### config.mk
export PLATFORM = sky130hd
export DESIGN_NAME = des_load_sequencer_flat
export DESIGN_NICKNAME = d
export VERILOG_FILES = /design/src/rtl/des_load_sequencer_if.sv /design/src/rtl/des_load_sequencer.sv /design/src/flat_wrapper.sv
export SDC_FILE = /design/constraint.sdc
export NUM_CORES = 1
export LEC_CHECK = 0
export ABC_CLOCK_PERIOD_IN_PS = 3300
export BUFFER_PORTS_ARGS = -buffer_cell sky130_fd_sc_hd__buf_2
export CAP_MARGIN = 20
export CORE_ASPECT_RATIO = 1.4
export CORE_MARGIN = 3
export CORE_UTILIZATION = 28
export DETAILED_ROUTE_END_ITERATION = 12
export SLEW_MARGIN = 40
export SYNTH_ARGS = -nofsm -noshare
export SYNTH_HDL_FRONTEND = slang
export SYNTH_SLANG_ARGS = --single-unit
### constraint.sdc
create_clock -name clk -period 3.3 [get_ports clk]
set_input_delay 0.66 -clock clk [delete_from_list [all_inputs] [get_ports clk]]
set_output_delay 0.66 -clock clk [all_outputs]
set_load 0.02 [all_outputs]
### src/rtl/des_load_sequencer_if.sv
// Bundle between the hex entry stage / DES core and the load sequencer.
// The sequencer takes the slave modport; whoever drives the entry and core side takes master.
interface des_load_sequencer_if;
    logic [63:0] values;
    logic [4:0]  nEntered;
    logic        go_n;
    logic        decrypt_sw;
    logic        core_done;
    logic [63:0] core_result;
    logic        entry_clr_n;
    logic [63:0] key_reg;
    logic [63:0] data_reg;
    logic        core_start;
    logic        core_decrypt;
    logic [63:0] result;
    logic        result_valid;
    logic        err;
    logic [2:0]  state;

    modport master (
        output values, nEntered, go_n, decrypt_sw, core_done, core_result,
        input  entry_clr_n, key_reg, data_reg, core_start, core_decrypt,
               result, result_valid, err, state
    );

    modport slave (
        input  values, nEntered, go_n, decrypt_sw, core_done, core_result,
        output entry_clr_n, key_reg, data_reg, core_start, core_decrypt,
               result, result_valid, err, state
    );
endinterface

### src/rtl/des_load_sequencer.sv
// Captures a key and then data blocks from the hex entry stage, runs the DES core
// with a start/done handshake and a timeout, and latches the core's result for display.
module des_load_sequencer #(
    parameter int DIGITS     = 16,
    parameter int CLR_CYCLES = 2,
    parameter int TIMEOUT    = 1024
) (
    input  logic                 clk,
    input  logic                 rst,
    des_load_sequencer_if.slave  bus
);
    typedef enum logic [2:0] {
        S_KEY   = 3'd0,
        S_DATA  = 3'd1,
        S_START = 3'd2,
        S_BUSY  = 3'd3,
        S_DONE  = 3'd4,
        S_ERROR = 3'd5
    } state_t;

    localparam logic [4:0]  FULL_COUNT = 5'(DIGITS);
    localparam logic [3:0]  CLR_LOAD   = 4'(CLR_CYCLES);
    localparam logic [15:0] TMO_LAST   = 16'(TIMEOUT - 1);

    state_t      r_state;
    logic        r_go_prev;
    logic [3:0]  r_clr_cnt;
    logic        r_entry_clr_n;
    logic [15:0] r_tmo_cnt;
    logic [63:0] r_key;
    logic [63:0] r_data;
    logic [63:0] r_result;
    logic        r_result_valid;
    logic        r_core_start;
    logic        r_core_decrypt;
    logic        r_err;

    logic w_press;
    logic w_full;
    logic w_clr_active;

    assign w_press      = r_go_prev & ~bus.go_n;
    assign w_full       = (bus.nEntered == FULL_COUNT);
    assign w_clr_active = (r_clr_cnt != 4'd0);

    always_ff @(posedge clk) begin
        if (rst) begin
            r_state        <= S_KEY;
            r_go_prev      <= 1'b1;
            r_clr_cnt      <= 4'd0;
            r_entry_clr_n  <= 1'b1;
            r_tmo_cnt      <= 16'd0;
            r_key          <= 64'd0;
            r_data         <= 64'd0;
            r_result       <= 64'd0;
            r_result_valid <= 1'b0;
            r_core_start   <= 1'b0;
            r_core_decrypt <= 1'b0;
            r_err          <= 1'b0;
        end else begin
            r_go_prev    <= bus.go_n;
            r_core_start <= 1'b0;

            // Clear pulse runs down here; a capture below reloads it and wins.
            if (w_clr_active) begin
                r_clr_cnt     <= r_clr_cnt - 4'd1;
                r_entry_clr_n <= (r_clr_cnt == 4'd1);
            end else begin
                r_entry_clr_n <= 1'b1;
            end

            case (r_state)
                S_KEY: begin
                    if (w_press && w_full) begin
                        r_key         <= bus.values;
                        r_clr_cnt     <= CLR_LOAD;
                        r_entry_clr_n <= 1'b0;
                        r_state       <= S_DATA;
                    end
                end
                S_DATA: begin
                    if (w_press && w_full && !w_clr_active) begin
                        r_data        <= bus.values;
                        r_clr_cnt     <= CLR_LOAD;
                        r_entry_clr_n <= 1'b0;
                        r_core_start  <= 1'b1;
                        r_state       <= S_START;
                    end
                end
                S_START: begin
                    r_core_decrypt <= bus.decrypt_sw;
                    r_tmo_cnt      <= 16'd0;
                    r_state        <= S_BUSY;
                end
                S_BUSY: begin
                    // Done takes priority over the terminal count in the same cycle.
                    if (bus.core_done) begin
                        r_result       <= bus.core_result;
                        r_result_valid <= 1'b1;
                        r_state        <= S_DONE;
                    end else if (r_tmo_cnt == TMO_LAST) begin
                        r_err   <= 1'b1;
                        r_state <= S_ERROR;
                    end else begin
                        r_tmo_cnt <= r_tmo_cnt + 16'd1;
                    end
                end
                S_DONE: begin
                    if (w_press) begin
                        r_result_valid <= 1'b0;
                        r_state        <= S_DATA;
                    end
                end
                S_ERROR: begin
                    if (w_press) begin
                        r_err         <= 1'b0;
                        r_key         <= 64'd0;
                        r_data        <= 64'd0;
                        r_result      <= 64'd0;
                        r_clr_cnt     <= CLR_LOAD;
                        r_entry_clr_n <= 1'b0;
                        r_state       <= S_KEY;
                    end
                end
                default: r_state <= S_KEY;
            endcase
        end
    end

    assign bus.entry_clr_n  = r_entry_clr_n;
    assign bus.key_reg      = r_key;
    assign bus.data_reg     = r_data;
    assign bus.core_start   = r_core_start;
    assign bus.core_decrypt = r_core_decrypt;
    assign bus.result       = r_result;
    assign bus.result_valid = r_result_valid;
    assign bus.err          = r_err;
    assign bus.state        = r_state;
endmodule

### src/flat_wrapper.sv
// flat-port wrapper written by rule: the top's interface ports become plain ports
module des_load_sequencer_flat 
#(
    parameter int DIGITS     = 16,
    parameter int CLR_CYCLES = 2,
    parameter int TIMEOUT    = 1024
)
  (clk, rst, bus_values, bus_nEntered, bus_go_n, bus_decrypt_sw, bus_core_done, bus_core_result, bus_entry_clr_n, bus_key_reg, bus_data_reg, bus_core_start, bus_core_decrypt, bus_result, bus_result_valid, bus_err, bus_state);
  des_load_sequencer_if bus_i ();
  input  logic clk;
  input  logic rst;
  input wire logic [$bits(bus_i.values)-1:0] bus_values;
  input wire logic [$bits(bus_i.nEntered)-1:0] bus_nEntered;
  input wire logic [$bits(bus_i.go_n)-1:0] bus_go_n;
  input wire logic [$bits(bus_i.decrypt_sw)-1:0] bus_decrypt_sw;
  input wire logic [$bits(bus_i.core_done)-1:0] bus_core_done;
  input wire logic [$bits(bus_i.core_result)-1:0] bus_core_result;
  output wire logic [$bits(bus_i.entry_clr_n)-1:0] bus_entry_clr_n;
  output wire logic [$bits(bus_i.key_reg)-1:0] bus_key_reg;
  output wire logic [$bits(bus_i.data_reg)-1:0] bus_data_reg;
  output wire logic [$bits(bus_i.core_start)-1:0] bus_core_start;
  output wire logic [$bits(bus_i.core_decrypt)-1:0] bus_core_decrypt;
  output wire logic [$bits(bus_i.result)-1:0] bus_result;
  output wire logic [$bits(bus_i.result_valid)-1:0] bus_result_valid;
  output wire logic [$bits(bus_i.err)-1:0] bus_err;
  output wire logic [$bits(bus_i.state)-1:0] bus_state;
  assign bus_i.values = bus_values;
  assign bus_i.nEntered = bus_nEntered;
  assign bus_i.go_n = bus_go_n;
  assign bus_i.decrypt_sw = bus_decrypt_sw;
  assign bus_i.core_done = bus_core_done;
  assign bus_i.core_result = bus_core_result;
  assign bus_entry_clr_n = bus_i.entry_clr_n;
  assign bus_key_reg = bus_i.key_reg;
  assign bus_data_reg = bus_i.data_reg;
  assign bus_core_start = bus_i.core_start;
  assign bus_core_decrypt = bus_i.core_decrypt;
  assign bus_result = bus_i.result;
  assign bus_result_valid = bus_i.result_valid;
  assign bus_err = bus_i.err;
  assign bus_state = bus_i.state;
  des_load_sequencer #(.DIGITS(DIGITS), .CLR_CYCLES(CLR_CYCLES), .TIMEOUT(TIMEOUT)) u_core (.clk(clk), .rst(rst), .bus(bus_i));
endmodule
# [Yosys cells after proc, flatten, opt, wreduce, memory -nomap -nowiden]
# Cells that the tools add are included.
[word_totals] output_inout_bits=200 elab_cells=86 regBits=221
[op_classes] n_bitwise=3 eq_ne=17 muxes=34 reduce_logical=18 n_addsub=2
[op_table] cell="64-bit one-hot mux with 2 select lines" count=3
[op_table] cell="64-bit 2-to-1 mux" count=4
[op_table] cell="16-bit 2-to-1 mux" count=2
[op_table] cell="16-bit one-hot mux with 2 select lines" count=1
[op_table] cell="3-bit 2-to-1 mux" count=6
[op_table] cell="3-bit one-hot mux with 6 select lines" count=1
[op_table] cell="16-bit by 1-bit adder with 16-bit output (second input constant)" count=1
[op_table] cell="16-bit by 10-bit == test with 1-bit output (second input constant)" count=1
[op_table] cell="4-bit 2-to-1 mux" count=4
[op_table] cell="3-bit AND reduction" count=5
[op_table] cell="4-bit one-hot mux with 3 select lines" count=1
[op_table] cell="2-bit by 1-bit != test with 1-bit output (second input constant)" count=5
[op_table] cell="2-bit nonzero test" count=5
[op_table] cell="1-bit 2-to-1 mux" count=9
[op_table] cell="3-bit by 2-bit == test with 1-bit output (second input constant)" count=2
[op_table] cell="3-bit == test (second input constant)" count=2
[op_table] cell="2-bit != test (second input constant)" count=3
[op_table] cell="5-bit == test (second input constant)" count=1
[op_table] cell="5-bit AND reduction" count=1
[op_table] cell="4-bit by 1-bit == test with 1-bit output (second input constant)" count=1
[op_table] cell="1-bit one-hot mux with 2 select lines" count=2
[op_table] cell="4-bit AND reduction" count=1
[op_table] cell="4-bit nonzero test" count=1
[op_table] cell="4-bit by 1-bit subtractor with 4-bit output (second input constant)" count=1
[op_table] cell="other kinds (9)" count=11

# [Logic depth before layout (Yosys ltp)]
[depth] depth_word=6 ltp_mapped=8 ltp_nobuf=6

# [Worst setup path after synthesis]
# OpenSTA, ideal clock, no wires.
[synth_path] path_kind="input to register" start="in bus_go_n" end="reg u_core.r_key[0] (netlist: u_core.bus.key_reg[0])" slack_ns=1.324 path_buffers=3 arrival_ns=1.859 cell_stages=7 required_time_ns=3.183 setup_time_ns=0.117 path_cell_list="and3b_1 > clkbuf_1 > nand2b_1 > a31oi_1 > buf_2 > buf_2 > a22o_1"
[synth_via] elab_chain_len=5 word_cells_on_any_way=6 classes_between="eq/ne: 2; bitwise: 2; reduce/logical: 2"
[synth_rtl] item="start, declared" line="flat_wrapper.sv:14" source="input wire logic [$bits(bus_i.go_n)-1:0] bus_go_n;"
[synth_rtl] item="1-bit inverter *" line="des_load_sequencer.sv:42" source="assign w_press = r_go_prev & ~bus.go_n;"
[synth_rtl] item="1-bit AND *" line="des_load_sequencer.sv:42"
[synth_rtl] item="1-bit logical AND" line="des_load_sequencer.sv:74" source="if (w_press && w_full) begin"
[synth_rtl] item="2-bit by 1-bit != test with 1-bit output (no source line)"
[synth_rtl] item="3-bit AND reduction (no source line) *"
[synth_rtl] item="end signal, assigned" line="des_load_sequencer.sv:75" source="r_key <= bus.values;"
[synth_rtl] item="end, declared" line="des_load_sequencer.sv:30" source="logic [63:0] r_key;"
# Mark *: on every way between the ends. The rest lies on a longest branch, timed or not.
# A chain may end at the register's enable or synchronous reset.

# [Worst setup path in the final report]
[layout_path] start="reg u_core.r_state[2] (netlist: u_core.bus.state[2])" end="reg u_core.r_key[48] (netlist: u_core.bus.key_reg[48])"
[layout_via] elab_chain_len=3 word_cells_on_any_way=7 classes_between="eq/ne: 3; mux: 1; reduce/logical: 3"
[layout_rtl] item="start, declared" line="des_load_sequencer.sv:25" source="state_t r_state;"
[layout_rtl] item="start signal, assigned" line="des_load_sequencer.sv:48" source="r_state <= S_KEY;"
[layout_rtl] item="start signal, assigned" line="des_load_sequencer.sv:78" source="r_state <= S_DATA;"
[layout_rtl] item="start signal, assigned" line="des_load_sequencer.sv:87" source="r_state <= S_START;"
[layout_rtl] item="3-bit == test / 3-bit zero test (equally long branches)" line="des_load_sequencer.sv:72" source="case (r_state)"
[layout_rtl] item="2-bit by 1-bit != test with 1-bit output (no source line) / 2-bit nonzero test (equally long branches)"
[layout_rtl] item="3-bit AND reduction (no source line)"
# Several ways; a longest one is shown, not always the timed one.

==> flow_metrics.tcl <==
set metrics [dict create \
    hold_path_class "in2reg" \
    worstPathMaxFanout 57 \
    cts_buffers 24 \
    cp_slowest_cell "buf_4" \
    internal_power_uw 4630 \
    synth_top_area_share_pct 55.7 \
    drv_slew 0 \
    comb_power_share_pct 5.4 \
    synth_cell_types 47 \
    max_freq_mhz 397 \
    core_um2 27700 \
    vias 7457 \
    synth_simple_gate_area_share_pct 17.8 \
    worstSetupEndpointType "flop" \
    grt_overflow 0 \
    ant_nets 0 \
    crit_type "reg2reg" \
    cpPeakStageDelay_ns 0.64 \
    route.detailed.drc 0 \
    rsz0062_at_grt "no" \
    synth_top_family_by_area "compound AO/OA/AOI/OAI gates" \
    clk_path_buf_depth 3 \
    drt_wl_total_um 25600 \
    antenna_found_initial 1 \
    swShare_pct 22.3 \
    holdWs_ns 0.361 \
    cts_max_level 1 \
    synth_compound_area_share_pct 20.6 \
    nNetsFinal 1267 \
    grt_pass1_wl_um 39300 \
    cp_top_family "simple AND/OR/NAND/NOR gates" \
    final_hold_viol_count 0 \
    cts.repair.resized 0 \
    num-fill-cells 2880 \
    grt_max_degree 145 \
    cts_hold_buf 0 \
    finalPower_uw 5960 \
    tightest_slew_ns 0.843 \
    path_cells "nor4_4, nand2_2, nor4_4, buf_4, a22o_1" \
    synth_top_area_cell "dfxtp_1" \
    post-route-min-period_ns 2.52 \
    async_flop_share_pct 0 \
    setup_viol 0 \
    grt_use_total_pct 15.7 \
    outcome "completed" \
    grt_pass1_vias 7071 \
    syn_area_um2 7940 \
    via_per_inst 4.92 \
    post-cts-setup-buffers 0 \
    synthMuxAreaShare_pct 0.252 \
    maxCapViolCount 0 \
    worstPathArrival_ns 2.98 \
    skew_ns 0.00799 \
    rows 72 \
    seqPwrFrac_pct 45.6 \
    tns_ns 0 \
    ys_seq_area_share_pct 55.7 \
    place_hpwl_um 17500 \
    p_leak_uw 0.00470 \
    power_density_nw_per_um2 554 \
    post-route-period-util_pct 76.3 \
    postSynthCellCount 827 \
    ios 338 \
    dr.first_iter.drc_count 417 \
    die_h_um 205 \
    ys_ff_latch 221 \
    area_growth_pct 35.4 \
    slew_headroom_pct 43.8 \
    drive_above_1_share_pct 35.4 \
    wl_per_cell_um 16.9 \
    start_util_pct 28.6 \
    worstSetupStartpointType "flop" \
    cts-root-buf "clkbuf_16" \
    ir_drop_mv 0.353 \
    synth_edf_count 0 \
    drt_pre_antenna_iters 5 \
    cts.sinks 221 \
    insertion_delay_ns 0.51 \
    path_clk_slew_ns 0.07 \
    crit_top_cell "nor4_4" \
    path_buf_inv 1 \
    synthTopCellsByArea "dfxtp_1 56%, a22o_1 7.2%, nand3_1 6.6%" \
    synthXorXnorAreaFrac_pct 0.331 \
    synth_fa_ha_area_share_pct 0.473 \
    io_buffer_count 337 \
    r2r_slack_ns 0.78 \
    synth_warnings 0 \
    synth.net_count 968 \
    die_x_um 148 \
    cts_tree "done" \
    dieArea_um2 30500 \
    power.net_switching_uw 1330 \
    cp_data_required_time_ns 3.76 \
    place_congestion 0.796 \
    post_synth.cell_area_avg_um2 9.60 \
    synth_ff_type "dfxtp_1" \
    clkPwrFrac_pct 48.9 \
]
synth_stat cells, types with 4 or more instances:
cell	count
buf_1	4
buf_2	20
buf_6	7
clkbuf_1	46
nor3b_1	5
a21oi_1	83
o21ai_0	11
nor2_1	73
nand2b_1	4
a22oi_1	64
nand3_1	104
nand4_1	7
or3_1	8
inv_1	4
and4_1	5
nand2_1	41
o31ai_1	6
a22o_1	65
dfxtp_1	221
or4_1	9
metal layers:
layer | part of all wire, % | track usage [%] | vias up
met3 | 5.6 | 2.80 | 45
met4 | 2.8 | 5.71 | 0
met2 | 51 | 27.6 | 235
li1 | - | - | 3615
met1 | 40 | 19.1 | 3562
met5 | 0 | 0 | -
final cells by class:
class                           count  area, um2  share of cell area (%)
Clock buffer                       31        688                    6.40
Clock inverter                     13        176                    1.64
Tap cell                          370        463                    4.30
Multi-Input combinational cell    525       3160                    29.4
Antenna cell                        1       2.50                  0.0233
Inverter                            4       15.0                   0.140
Timing Repair Buffer              350       1820                    17.0
Sequential cell                   221       4420                    41.1
kinds of logic after synthesis:
kind of cell | Yosys count
compound gates | 238
xor+xnor | 3
fa+ha+maj | 3
buf+inv | 81
flops | 221
mux | 2
simple gates | 279
cells in the final DEF, fill, tap and decap left out, drive strengths merged, types with 2 or more instances in the layout:
| master | netlist | final |
|---|---|---|
| nor3 | 3 | 3 |
| nor4 | 3 | 3 |
| a22oi | 64 | 64 |
| dfxtp | 221 | 221 |
| mux2i | 2 | 2 |
| nor2 | 73 | 73 |
| clkinvlp | 0 | 2 |
| clkbuf | 46 | 31 |
| xor2 | 2 | 2 |
| o21ai | 11 | 11 |
| or3 | 8 | 8 |
| a22o | 65 | 65 |
| bufinv | 0 | 4 |
| nand3 | 104 | 104 |
| nand4 | 7 | 7 |
| and3 | 3 | 3 |
| nand2b | 4 | 4 |
| buf | 31 | 350 |
| nand2 | 42 | 42 |
| or4 | 9 | 9 |
| ha | 3 | 3 |
| nor3b | 5 | 5 |
| a21oi | 84 | 84 |
| inv | 4 | 5 |
| and4bb | 2 | 2 |
| a21o | 2 | 2 |
| or2 | 2 | 2 |
| and4 | 5 | 5 |
| o31ai | 6 | 6 |
| and2 | 2 | 2 |
| clkinv | 0 | 6 |
final timing paths:
| path | endpoint | start | depth (start not counted) |
|---|---|---|---|
| setup / recovery | u_core.bus.key_reg[48]$_SDFFE_PP0P_ | u_core.bus.state[2]$_SDFFE_PP0P_ | 5 |
| hold / removal | u_core.bus.key_reg[60]$_SDFFE_PP0P_ | bus_values[60] | 2 |
| setup reg to reg | u_core.bus.key_reg[48]$_SDFFE_PP0P_ | u_core.bus.state[2]$_SDFFE_PP0P_ | 5 |
| hold reg to reg | u_core.bus.data_reg[55]$_SDFFE_PP0P_ | u_core.bus.data_reg[55]$_SDFFE_PP0P_ | 2 |
stage by stage:
stage | utilization (%) | cells | area [um2] | setup WS, ns
after CTS | 38.8 | 1514 | 10800 | 0.770
final | 38.8 | 1515 | 10800 | 0.782
after global placement | 35.6 | 1470 | 9890 | 0.611
after detailed placement | 35.6 | 1470 | 9890 | 0.535
after global routing | 38.8 | 1515 | 10800 | 0.612
after floorplan | - | 827 | 7940 | 1.32
worst register-to-register path: cells and delay by family (launching register included):
family,cells,cell delay [ns]
and+or+nand+nor,3,1.06
buffers and inverters,1,0.64
DFF,1,0.46
AOI/OAI and AO/OA,1,0.30
power by group through the flow:
stage | clock [uW] | sequential [uW] | combinational [uW]
CTS | 3000 | 2720 | 328
detailed placement | 0 | 2780 | 326
global placement | 0 | 2780 | 322
finish | 2920 | 2720 | 324
global route | 3090 | 2720 | 363
floorplan | 0 | 2790 | 160
(Power assumes the default switching activity.)
